**src/rtl/vmicro16_apb_pkg.sv**
```systemverilog
// ============================================================================
// Module      : vmicro16_apb_pkg
// Description : Shared definitions for the vmicro16 APB interconnect.
//               - FSM state encoding (IDLE / SETUP / ACCESS)
//               - default SoC slave base/mask tables and slave indices
// Config      : none (APB_INTERCON_PSLVERR_EN is consumed by apb_intercon_rr)
// Revision    : 1.0 - initial release
// ============================================================================
`default_nettype none

package vmicro16_apb_pkg;

    typedef enum logic [1:0] {
        APB_IDLE   = 2'd0,
        APB_SETUP  = 2'd1,
        APB_ACCESS = 2'd2
    } apb_state_e;

    // Slave slot indices of the default SoC map
    localparam int SLV_REGS  = 0;
    localparam int SLV_GPIO0 = 1;
    localparam int SLV_GPIO1 = 2;
    localparam int SLV_GPIO2 = 3;
    localparam int SLV_UART0 = 4;
    localparam int SLV_BRAM0 = 5;

    localparam int SOC_SLAVE_PORTS = 6;
    localparam int SOC_BUS_WIDTH   = 16;

    // Slot i lives at bits [i*16 +: 16]; slot 0 is the rightmost field
    localparam logic [SOC_SLAVE_PORTS*SOC_BUS_WIDTH-1:0] SOC_SLAVE_BASE = {
        16'h00C0,   // BRAM0
        16'h00B0,   // UART0
        16'h00A2,   // GPIO2
        16'h00A1,   // GPIO1
        16'h00A0,   // GPIO0
        16'h0080    // REGS
    };

    localparam logic [SOC_SLAVE_PORTS*SOC_BUS_WIDTH-1:0] SOC_SLAVE_MASK = {
        16'hFFC0,   // BRAM0
        16'hFFFE,   // UART0
        16'hFFFF,   // GPIO2
        16'hFFFF,   // GPIO1
        16'hFFFF,   // GPIO0
        16'hFFF0    // REGS
    };

endpackage

`default_nettype wire

```
**src/rtl/apb_rr_arbiter.sv**
```systemverilog
// ============================================================================
// Module      : apb_rr_arbiter
// Description : Combinational round-robin pick. The first asserted request
//               at or above ptr_i (wrapping around) wins.
// Ports       : req_i   [N-1:0]  request vector
//               ptr_i   [IW-1:0] highest-priority index this round
//               gnt_o   [IW-1:0] winning index (0 when no request)
//               valid_o          at least one request present
// Revision    : 1.0 - initial release
// ============================================================================
`default_nettype none

module apb_rr_arbiter #(
    parameter int N  = 4,
    parameter int IW = (N > 1) ? $clog2(N) : 1
) (
    input  logic [N-1:0]  req_i,
    input  logic [IW-1:0] ptr_i,
    output logic [IW-1:0] gnt_o,
    output logic          valid_o
);

    int   idx;
    logic found;

    always_comb begin
        gnt_o = '0;
        found = 1'b0;
        idx   = 0;
        for (int k = 0; k < N; k++) begin
            idx = int'(ptr_i) + k;
            if (idx >= N) begin
                idx = idx - N;
            end
            if (!found && req_i[idx]) begin
                found = 1'b1;
                gnt_o = idx[IW-1:0];
            end
        end
        valid_o = found;
    end

endmodule

`default_nettype wire

```
**src/rtl/apb_intercon_rr.sv**
```systemverilog
// ============================================================================
// Module      : apb_intercon_rr
// Description : Multi-master APB interconnect with a registered round-robin
//               arbiter. A grant is held from SETUP until the transfer
//               completes; slave windows are decoded from parameter tables
//               and unmapped addresses are completed locally.
// Config      : APB_INTERCON_PSLVERR_EN - when defined, unmapped accesses
//               return S_PSLVERR=1; otherwise S_PSLVERR is tied to 0.
// Ports       : clk, reset (async, active-low)
//               S_*  per-master APB slave-side ports (packed by master)
//               M_*  shared APB master-side ports toward peripherals
//               M_PSELx one-hot slave select, M_PRDATA/M_PREADY muxed
//               externally from the selected slave
// Revision    : 1.0 - initial release
// ============================================================================
`default_nettype none

module apb_intercon_rr #(
    parameter int BUS_WIDTH    = 16,
    parameter int MASTER_PORTS = 4,
    parameter int SLAVE_PORTS  = 6,
    parameter logic [SLAVE_PORTS*BUS_WIDTH-1:0] SLAVE_BASE = '0,
    parameter logic [SLAVE_PORTS*BUS_WIDTH-1:0] SLAVE_MASK = '0
) (
    input  logic                              clk,
    input  logic                              reset,

    input  logic [MASTER_PORTS*BUS_WIDTH-1:0] S_PADDR,
    input  logic [MASTER_PORTS-1:0]           S_PWRITE,
    input  logic [MASTER_PORTS-1:0]           S_PSELx,
    input  logic [MASTER_PORTS-1:0]           S_PENABLE,
    input  logic [MASTER_PORTS*BUS_WIDTH-1:0] S_PWDATA,
    output logic [MASTER_PORTS*BUS_WIDTH-1:0] S_PRDATA,
    output logic [MASTER_PORTS-1:0]           S_PREADY,
    output logic [MASTER_PORTS-1:0]           S_PSLVERR,

    output logic [BUS_WIDTH-1:0]              M_PADDR,
    output logic                              M_PWRITE,
    output logic [SLAVE_PORTS-1:0]            M_PSELx,
    output logic                              M_PENABLE,
    output logic [BUS_WIDTH-1:0]              M_PWDATA,
    input  logic [BUS_WIDTH-1:0]              M_PRDATA,
    input  logic                              M_PREADY
);

    import vmicro16_apb_pkg::*;

    localparam int GW = (MASTER_PORTS > 1) ? $clog2(MASTER_PORTS) : 1;

    apb_state_e             state_q, state_d;
    logic [GW-1:0]          grant_q, grant_d;
    logic [GW-1:0]          ptr_q,   ptr_d;
    logic [SLAVE_PORTS-1:0] hit_q,   hit_d;

    logic [GW-1:0]          arb_gnt;
    logic                   arb_valid;
    logic [BUS_WIDTH-1:0]   pick_addr;
    logic [SLAVE_PORTS-1:0] pick_hit;
    logic                   hit_found;

    logic [BUS_WIDTH-1:0]   gnt_addr;
    logic [BUS_WIDTH-1:0]   gnt_wdata;
    logic                   gnt_write;
    logic                   active;
    logic                   in_access;
    logic                   mapped;
    logic                   done;

    // The master-side PENABLE carries no information the FSM needs: the
    // interconnect generates its own SETUP/ACCESS sequencing downstream.
    logic                   unused_penable;
    assign unused_penable = ^S_PENABLE;

    // ------------------------------------------------------------------
    // Arbitration and decode of the candidate winner
    // ------------------------------------------------------------------
    apb_rr_arbiter #(
        .N  (MASTER_PORTS),
        .IW (GW)
    ) u_arb (
        .req_i   (S_PSELx),
        .ptr_i   (ptr_q),
        .gnt_o   (arb_gnt),
        .valid_o (arb_valid)
    );

    assign pick_addr = S_PADDR[int'(arb_gnt)*BUS_WIDTH +: BUS_WIDTH];

    // Lowest-index hit wins so overlapping windows resolve deterministically
    always_comb begin
        pick_hit  = '0;
        hit_found = 1'b0;
        for (int i = 0; i < SLAVE_PORTS; i++) begin
            if (!hit_found &&
                ((pick_addr & SLAVE_MASK[i*BUS_WIDTH +: BUS_WIDTH]) ==
                 SLAVE_BASE[i*BUS_WIDTH +: BUS_WIDTH])) begin
                pick_hit[i] = 1'b1;
                hit_found   = 1'b1;
            end
        end
    end

    // ------------------------------------------------------------------
    // FSM
    // ------------------------------------------------------------------
    assign active    = (state_q != APB_IDLE);
    assign in_access = (state_q == APB_ACCESS);
    assign mapped    = |hit_q;
    // Unmapped transfers have no slave to wait on and finish in one ACCESS
    assign done      = mapped ? M_PREADY : 1'b1;

    always_ff @(posedge clk or negedge reset) begin
        if (!reset) begin
            state_q <= APB_IDLE;
            grant_q <= '0;
            ptr_q   <= '0;
            hit_q   <= '0;
        end else begin
            state_q <= state_d;
            grant_q <= grant_d;
            ptr_q   <= ptr_d;
            hit_q   <= hit_d;
        end
    end

    always_comb begin
        state_d = state_q;
        grant_d = grant_q;
        ptr_d   = ptr_q;
        hit_d   = hit_q;
        case (state_q)
            APB_IDLE: begin
                if (arb_valid) begin
                    grant_d = arb_gnt;
                    hit_d   = pick_hit;
                    state_d = APB_SETUP;
                end
            end
            APB_SETUP: begin
                state_d = APB_ACCESS;
            end
            APB_ACCESS: begin
                if (done) begin
                    state_d = APB_IDLE;
                    ptr_d   = (grant_q == GW'(MASTER_PORTS - 1)) ? '0
                                                                 : grant_q + 1'b1;
                end
            end
            default: begin
                state_d = APB_IDLE;
            end
        endcase
    end

    // ------------------------------------------------------------------
    // Shared slave-side bus
    // ------------------------------------------------------------------
    assign gnt_addr  = S_PADDR [int'(grant_q)*BUS_WIDTH +: BUS_WIDTH];
    assign gnt_wdata = S_PWDATA[int'(grant_q)*BUS_WIDTH +: BUS_WIDTH];
    assign gnt_write = S_PWRITE[grant_q];

    assign M_PSELx   = active ? hit_q     : '0;
    assign M_PENABLE = in_access;
    assign M_PADDR   = active ? gnt_addr  : '0;
    assign M_PWDATA  = active ? gnt_wdata : '0;
    assign M_PWRITE  = active & gnt_write;

    // ------------------------------------------------------------------
    // Combinational return path to the granted master. If the master has
    // already dropped its select, the slave transfer still runs to the end
    // but nothing is reported back.
    // ------------------------------------------------------------------
    always_comb begin
        S_PREADY  = '0;
        S_PSLVERR = '0;
        S_PRDATA  = '0;
        if (in_access && S_PSELx[grant_q]) begin
            S_PREADY[grant_q] = done;
            if (mapped) begin
                S_PRDATA[int'(grant_q)*BUS_WIDTH +: BUS_WIDTH] = M_PRDATA;
            end
`ifdef APB_INTERCON_PSLVERR_EN
            S_PSLVERR[grant_q] = ~mapped;
`endif
        end
    end

endmodule

`default_nettype wire

```
**config.mk**
```make
export PLATFORM = sky130hd
export DESIGN_NAME = apb_intercon_rr
export DESIGN_NICKNAME = d
export VERILOG_FILES = /design/src/rtl/vmicro16_apb_pkg.sv /design/src/rtl/apb_rr_arbiter.sv /design/src/rtl/apb_intercon_rr.sv
export SDC_FILE = /design/constraint.sdc
export NUM_CORES = 1
export LEC_CHECK = 0
export ABC_AREA = 0
export ABC_CLOCK_PERIOD_IN_PS = 3000
export CELL_PAD_IN_SITES_DETAIL_PLACEMENT = 2
export CELL_PAD_IN_SITES_GLOBAL_PLACEMENT = 2
export CORE_UTILIZATION = 12
export CTS_BUF_LIST = sky130_fd_sc_hd__clkbuf_16
export DETAILED_ROUTE_END_ITERATION = 10
export GPL_ROUTABILITY_DRIVEN = 0
export PLACE_DENSITY_LB_ADDON = 0.3
export SLEW_MARGIN = 20
export SYNTH_ARGS = -nofsm -noshare
export SYNTH_HDL_FRONTEND = slang
export SYNTH_HIERARCHICAL = 1
export SYNTH_SLANG_ARGS = --single-unit
```
**constraint.sdc**
```tcl
create_clock -name clk -period 3 [get_ports clk]
set_clock_uncertainty 0.2 [all_clocks]
set_input_delay 0.45 -clock clk [delete_from_list [all_inputs] [get_ports clk]]
set_output_delay 0.45 -clock clk [all_outputs]
set_load 0.03 [all_outputs]
```
Yosys cells after proc, flatten, opt, wreduce, memory -nomap -nowiden
Cells that the tools add are included.
W data, S select, Z words.
{ "op_classes": {"add_sub_neg": 9, "n_lt_le_gt_ge": 10, "n_eq_ne": 5, "shift": 4, "n_mux": 41, "n_bitwise": 3, "n_reduce_logical": 13} }
{ "ops": {"columns": ["operator", "n"], "rows": [
  ["$lt A32 B4 Y1 const B", 4],
  ["$mux W32", 4],
  ["$mux W64", 2],
  ["$shiftx A64 B7 Y16", 2],
  ["$ge A32 B4 Y1 const B", 3],
  ["$sub A32 B4 Y32 const B", 3],
  ["$and A64 B64 Y64", 1],
  ["$shift A16 B33 Y64 const A", 1],
  ["$shiftx A16 B33 Y64", 1],
  ["$neg A6 Y33", 1],
  ["$mux W16", 2],
  ["$mux W1", 17],
  ["$mux W2", 7],
  ["$bmux W1 S2", 6],
  ["$add A2 B2 Y3 const B", 2],
  ["$pmux W2 S3", 1],
  ["$reduce_and A2 Y1", 3],
  ["$logic_and A1 B1 Y1", 5],
  ["$and A4 B4 Y4", 1],
  ["$eq A2 B2 Y1 const B", 2],
  ["$mux W4", 1],
  ["$sub A2 B3 Y4 const B", 1],
  ["$add A2 B1 Y3 const B", 1],
  ["$ge A2 B3 Y1 const B", 1],
  ["11 further kinds", 13]
]} }
{ "word_totals": {"register_bits": 7, "output_inout_bits": 112} }

Longest topological paths before layout
{ "logic_depth": {"word_depth": 17, "ltp_mapped": 8, "mapped_depth_nobuf": 5} }

Hierarchy
Netlist, hierarchy kept.
{ "by_module_without_submodules": {"columns": ["module", "instances", "cells_each", "area_per_inst_um2"], "rows": [
  ["apb_intercon_rr", 1, 204, 2083.2],
  ["apb_rr_arbiter", 1, 15, 77.6]
]} }

Worst setup path before layout
Ideal clock, no wire load.
{ "synth_timing": {"path_kind": "register to output", "startpoint": "register grant_q[0]", "endpoint": "output port S_PRDATA[22]", "t_arrival_ns": 2.163, "setup_slack_ns": 0.187, "path_stages_with_launch": 9, "path_cell_list": "dfrtp_1 -> buf_6 -> buf_6 -> inv_1 -> ha_1 -> nand4bb_1 -> nor3_4 -> buf_2 -> and2_1"} }
{ "synth_between": {"elab_chain_len": 5, "elab_cells_between_ends": 9, "classes_between": "1 x add/sub; 2 x shift; 4 x mux; 1 x bitwise; 1 x reduce/logical"} }
{ "synth_rtl": {"columns": ["item", "line", "rtl"], "rows": [
  ["from (decl)", "apb_intercon_rr.sv:51", "logic [GW-1:0] grant_q, grant_d;"],
  ["from (signal assigned)", "apb_intercon_rr.sv:120", "grant_q <= grant_d;"],
  ["$neg A6 Y33", "apb_intercon_rr.sv:180", "S_PRDATA[int'(grant_q)*BUS_WIDTH +: BUS_WIDTH] = M_PRDATA;"],
  ["$shiftx A16 B33 Y64 / $shift A16 B33 Y64 (equally long branches)", "apb_intercon_rr.sv:180", null],
  ["$and A64 B64 Y64 (no source line)", null, null],
  ["$mux W64", "apb_intercon_rr.sv:179", "if (mapped) begin"],
  ["$mux W64 *", "apb_intercon_rr.sv:177", "if (in_access && S_PSELx[grant_q]) begin"],
  ["to (decl)", "apb_intercon_rr.sv:33", "output logic [MASTER_PORTS*BUS_WIDTH-1:0] S_PRDATA,"]
]} }
Every way passes the cells marked *; elsewhere a longest branch is shown, timed or not. The select of a mux whose other input is x is not followed.

Worst setup path after layout
{ "layout_timing": {"startpoint": "register grant_q[0]", "endpoint": "output port M_PADDR[15]"} }
{ "layout_between": {"elab_chain_len": 2} }
{ "layout_rtl": {"columns": ["item", "line", "rtl"], "rows": [
  ["$shiftx A64 B7 Y16", "apb_intercon_rr.sv:158", "assign gnt_addr = S_PADDR [int'(grant_q)*BUS_WIDTH +: BUS_WIDTH];"],
  ["$mux W16", "apb_intercon_rr.sv:164", "assign M_PADDR = active ? gnt_addr : '0;"],
  ["to (decl)", "apb_intercon_rr.sv:37", "output logic [BUS_WIDTH-1:0] M_PADDR,"]
]} }
No other way between the ends.

==> results.md <==
- Status: completed
- Max VDD drop: 0.0005224 V
- Fraction of synthesized cell area taken by the top area cell type: 35.44%
- Synth area leader: mux4_2
- DPL Wire Length: 11.07 mm
- Mapped Area: 2161 µm²
- Synth top cells by count: and2_1 (68), mux4_2 (34), nor2b_1 (34)
- CTS max path bufs: 2
- Total GRT Usage: 13.48%
- Worst rel slew slack: 62.13%
- Crit-path max FO: 12
- Slew @ Worst Pin: 552.3 ps
- R2R Path Start: state_q[1]
- Final period util: 95.96%
- Mean Syn Cell Area: 9.867 µm²
- Detailed Routing Iterations Pass 1: 4
- Max Freq: 347.4 MHz
- Crit. Startpoint: grant_q[0]
- Initial Util: 12.41%
- Reg clk slew, reported paths: 40 ps
- Max-slew violation count: 0
- Share of post-route cells with drive strength above 1: 28.07%
- Vias in the first global route: 3029
- Crit path launch type: register
- Largest net degree at the start of global routing: 42
- Most common cell in the synthesized netlist: and2_1
- Pwr dens: 693.3 nW/µm²
- Hold WC Path Type: in -> async
- Core Region: 17420 µm²
- # DRC: 0
- Non-filler cells, final: 706
- ANT cells: 0
- FF+latch count, synth: 7
- Number of primary I/O pins: 271
- Final Hold Violating Endpoints: 0
- Root Buffer Master: clkbuf_16
- MaxCap Viol Count: 0
- Initial antenna violation count: 0
- Async SR Flop Fraction: 100.0%
- Layout Utilization: 28.89%
- DR iter-0 viols: 53
- RSZ-0062 raised after global routing: no
- Total congestion overflow: 0
- Die Span X: 136.2 µm
- Syn Inst Count: 219
- Ys Warns: 6
- Row cnt: 48
- CTS tree: yes
- Die area: 18550 µm²
- Number of buffers created by CTS: 3
- Yosys cell types: 29
- CTS H-tree lvls: 1
- First-pass GRT wire length: 18.90 mm
- Number of synthesized flops with an enable pin: 0
- Leak Pwr: 2.067 nW
- Height of the die: 136.2 µm
- Setup CP Type: reg -> out
- CP required: 2350 ps
- Final Setup Violations: 0
- Tmin final: 2879 ps
- Number of vias per cell: 3.908
- Average routed wire per standard cell: 18.61 µm
- Synth Flop Type: dfrtp_1
- Seq/Total Area, Yosys: 8.107%
- Clock latency at the later pin of the worst-skew pair: 230 ps
- PortBufs: 257
- Synth top area cells: mux4_2 (35%), and2_1 (20%), nor2b_1 (9.8%), dfrtp_1 (8.1%), ha_1 (4.1%)
- Sink Count: 7
- Crit path arrival time: 2230 ps
- Dpl cells: 695
- Post-route ant nets: 0
- CP endpoint kind: output port
- Nets: 648
- DR vias: 2759
- P&R area growth vs syn: 132.9%
- Routed wire length: 13.14 mm
[worst paths after layout]
path,slack [ps],endpoint,cells after the start
min in group clk,370,state_q[1],2
max reg2reg,1290,grant_q[1],4
min,290,hit_q[0],1
min reg2reg,370,state_q[1],2
max in group asynchronous,2030,grant_q[1],1
max,120,M_PADDR[15],4
[sequential cells by signal (all words and copies together) (netlist names)]
| register | cells |
|---|---|
| grant_q | 2 |
| state_q | 2 |
| hit_q | 1 |
| ptr_q | 2 |
[through the flow]
step / setup WS [ps] / setup TNS, ps / power (mW) / instance area (µm²) / hold slack [ps]
6_report: 121.3 / 0 / 3.489 / 5032 / 295.0
5_1_grt: 15.09 / 0 / 3.717 / 5032 / 331.9
4_1_cts: 30.33 / 0 / 3.517 / 4995 / 305.9
3_5_place_dp: -119.1 / -2555 / 3.259 / 4832 / 368.9
3_3_place_gp: -46.71 / -1191 / 3.209 / 4832 / 340.8
2_1_floorplan: 186.5 / 0 / 2.058 / 2191 / -45.59
[worst max-delay path: stages, from the launching register on]
cell and delay [ps]:
dfrtp_2 450, buf_6 240, mux4_2 520, nor2b_1 140, clkdlybuf4s50_1 640
[per-layer routing]
metal	track usage, %	vias to the layer above	routed length (µm)
met3	1.305	0	746
met4	0.7407	0	0
met2	27.89	89	7590
li1	-	1279	-
met1	15.07	1391	4801
met5	0	-	0
[cells in the final DEF, fill, tap and decap left out, types with 2 or more instances in the layout]
cell	instances
conb_1	9
buf_12	7
nor3_4	2
buf_4	76
nand3_1	2
ha_1	6
clkdlybuf4s50_1	189
o21ai_0	2
dfrtp_1	5
nor4_4	2
nand2_1	2
nor2_1	2
clkbuf_16	3
and2_1	68
a21oi_1	4
nand3b_1	2
nand2b_1	5
dfrtp_2	2
inv_1	9
mux2_2	4
nor2b_1	34
mux4_2	34
[layout make-up]
class	count	area, µm²
well taps	225	281.5
clock buffers	3	75.07
fillers	1952	12380
multi-input cells	187	1834
clock inverters	1	3.754
repair buffers	274	2626
inverters	9	33.78
flip-flops and latches	7	177.7
[repair_timing]
action	in CTS	in global routing
hold buffers	0	0
gates resized for setup	1	2
endpoints found under the setup margin	69	37
setup buffers	4	3
pin swaps	4	0
[logic make-up after synthesis]
group	after synthesis	synth area share (%)
AOI/OAI and AO/OA	8	2.258
muxes	40	38.62
adders and majority gates	7	4.053
buffers and inverters	33	9.091
other	1	0.1735
DFF	7	8.107
and+or+nand+nor	123	37.70
[where the power goes]
part	internal, mW	switching [mW]
clock	0.173	0.0478
sequential	0.139	0.0600
combinational	1.50	1.57
Power figures use the tool's default switching activity.
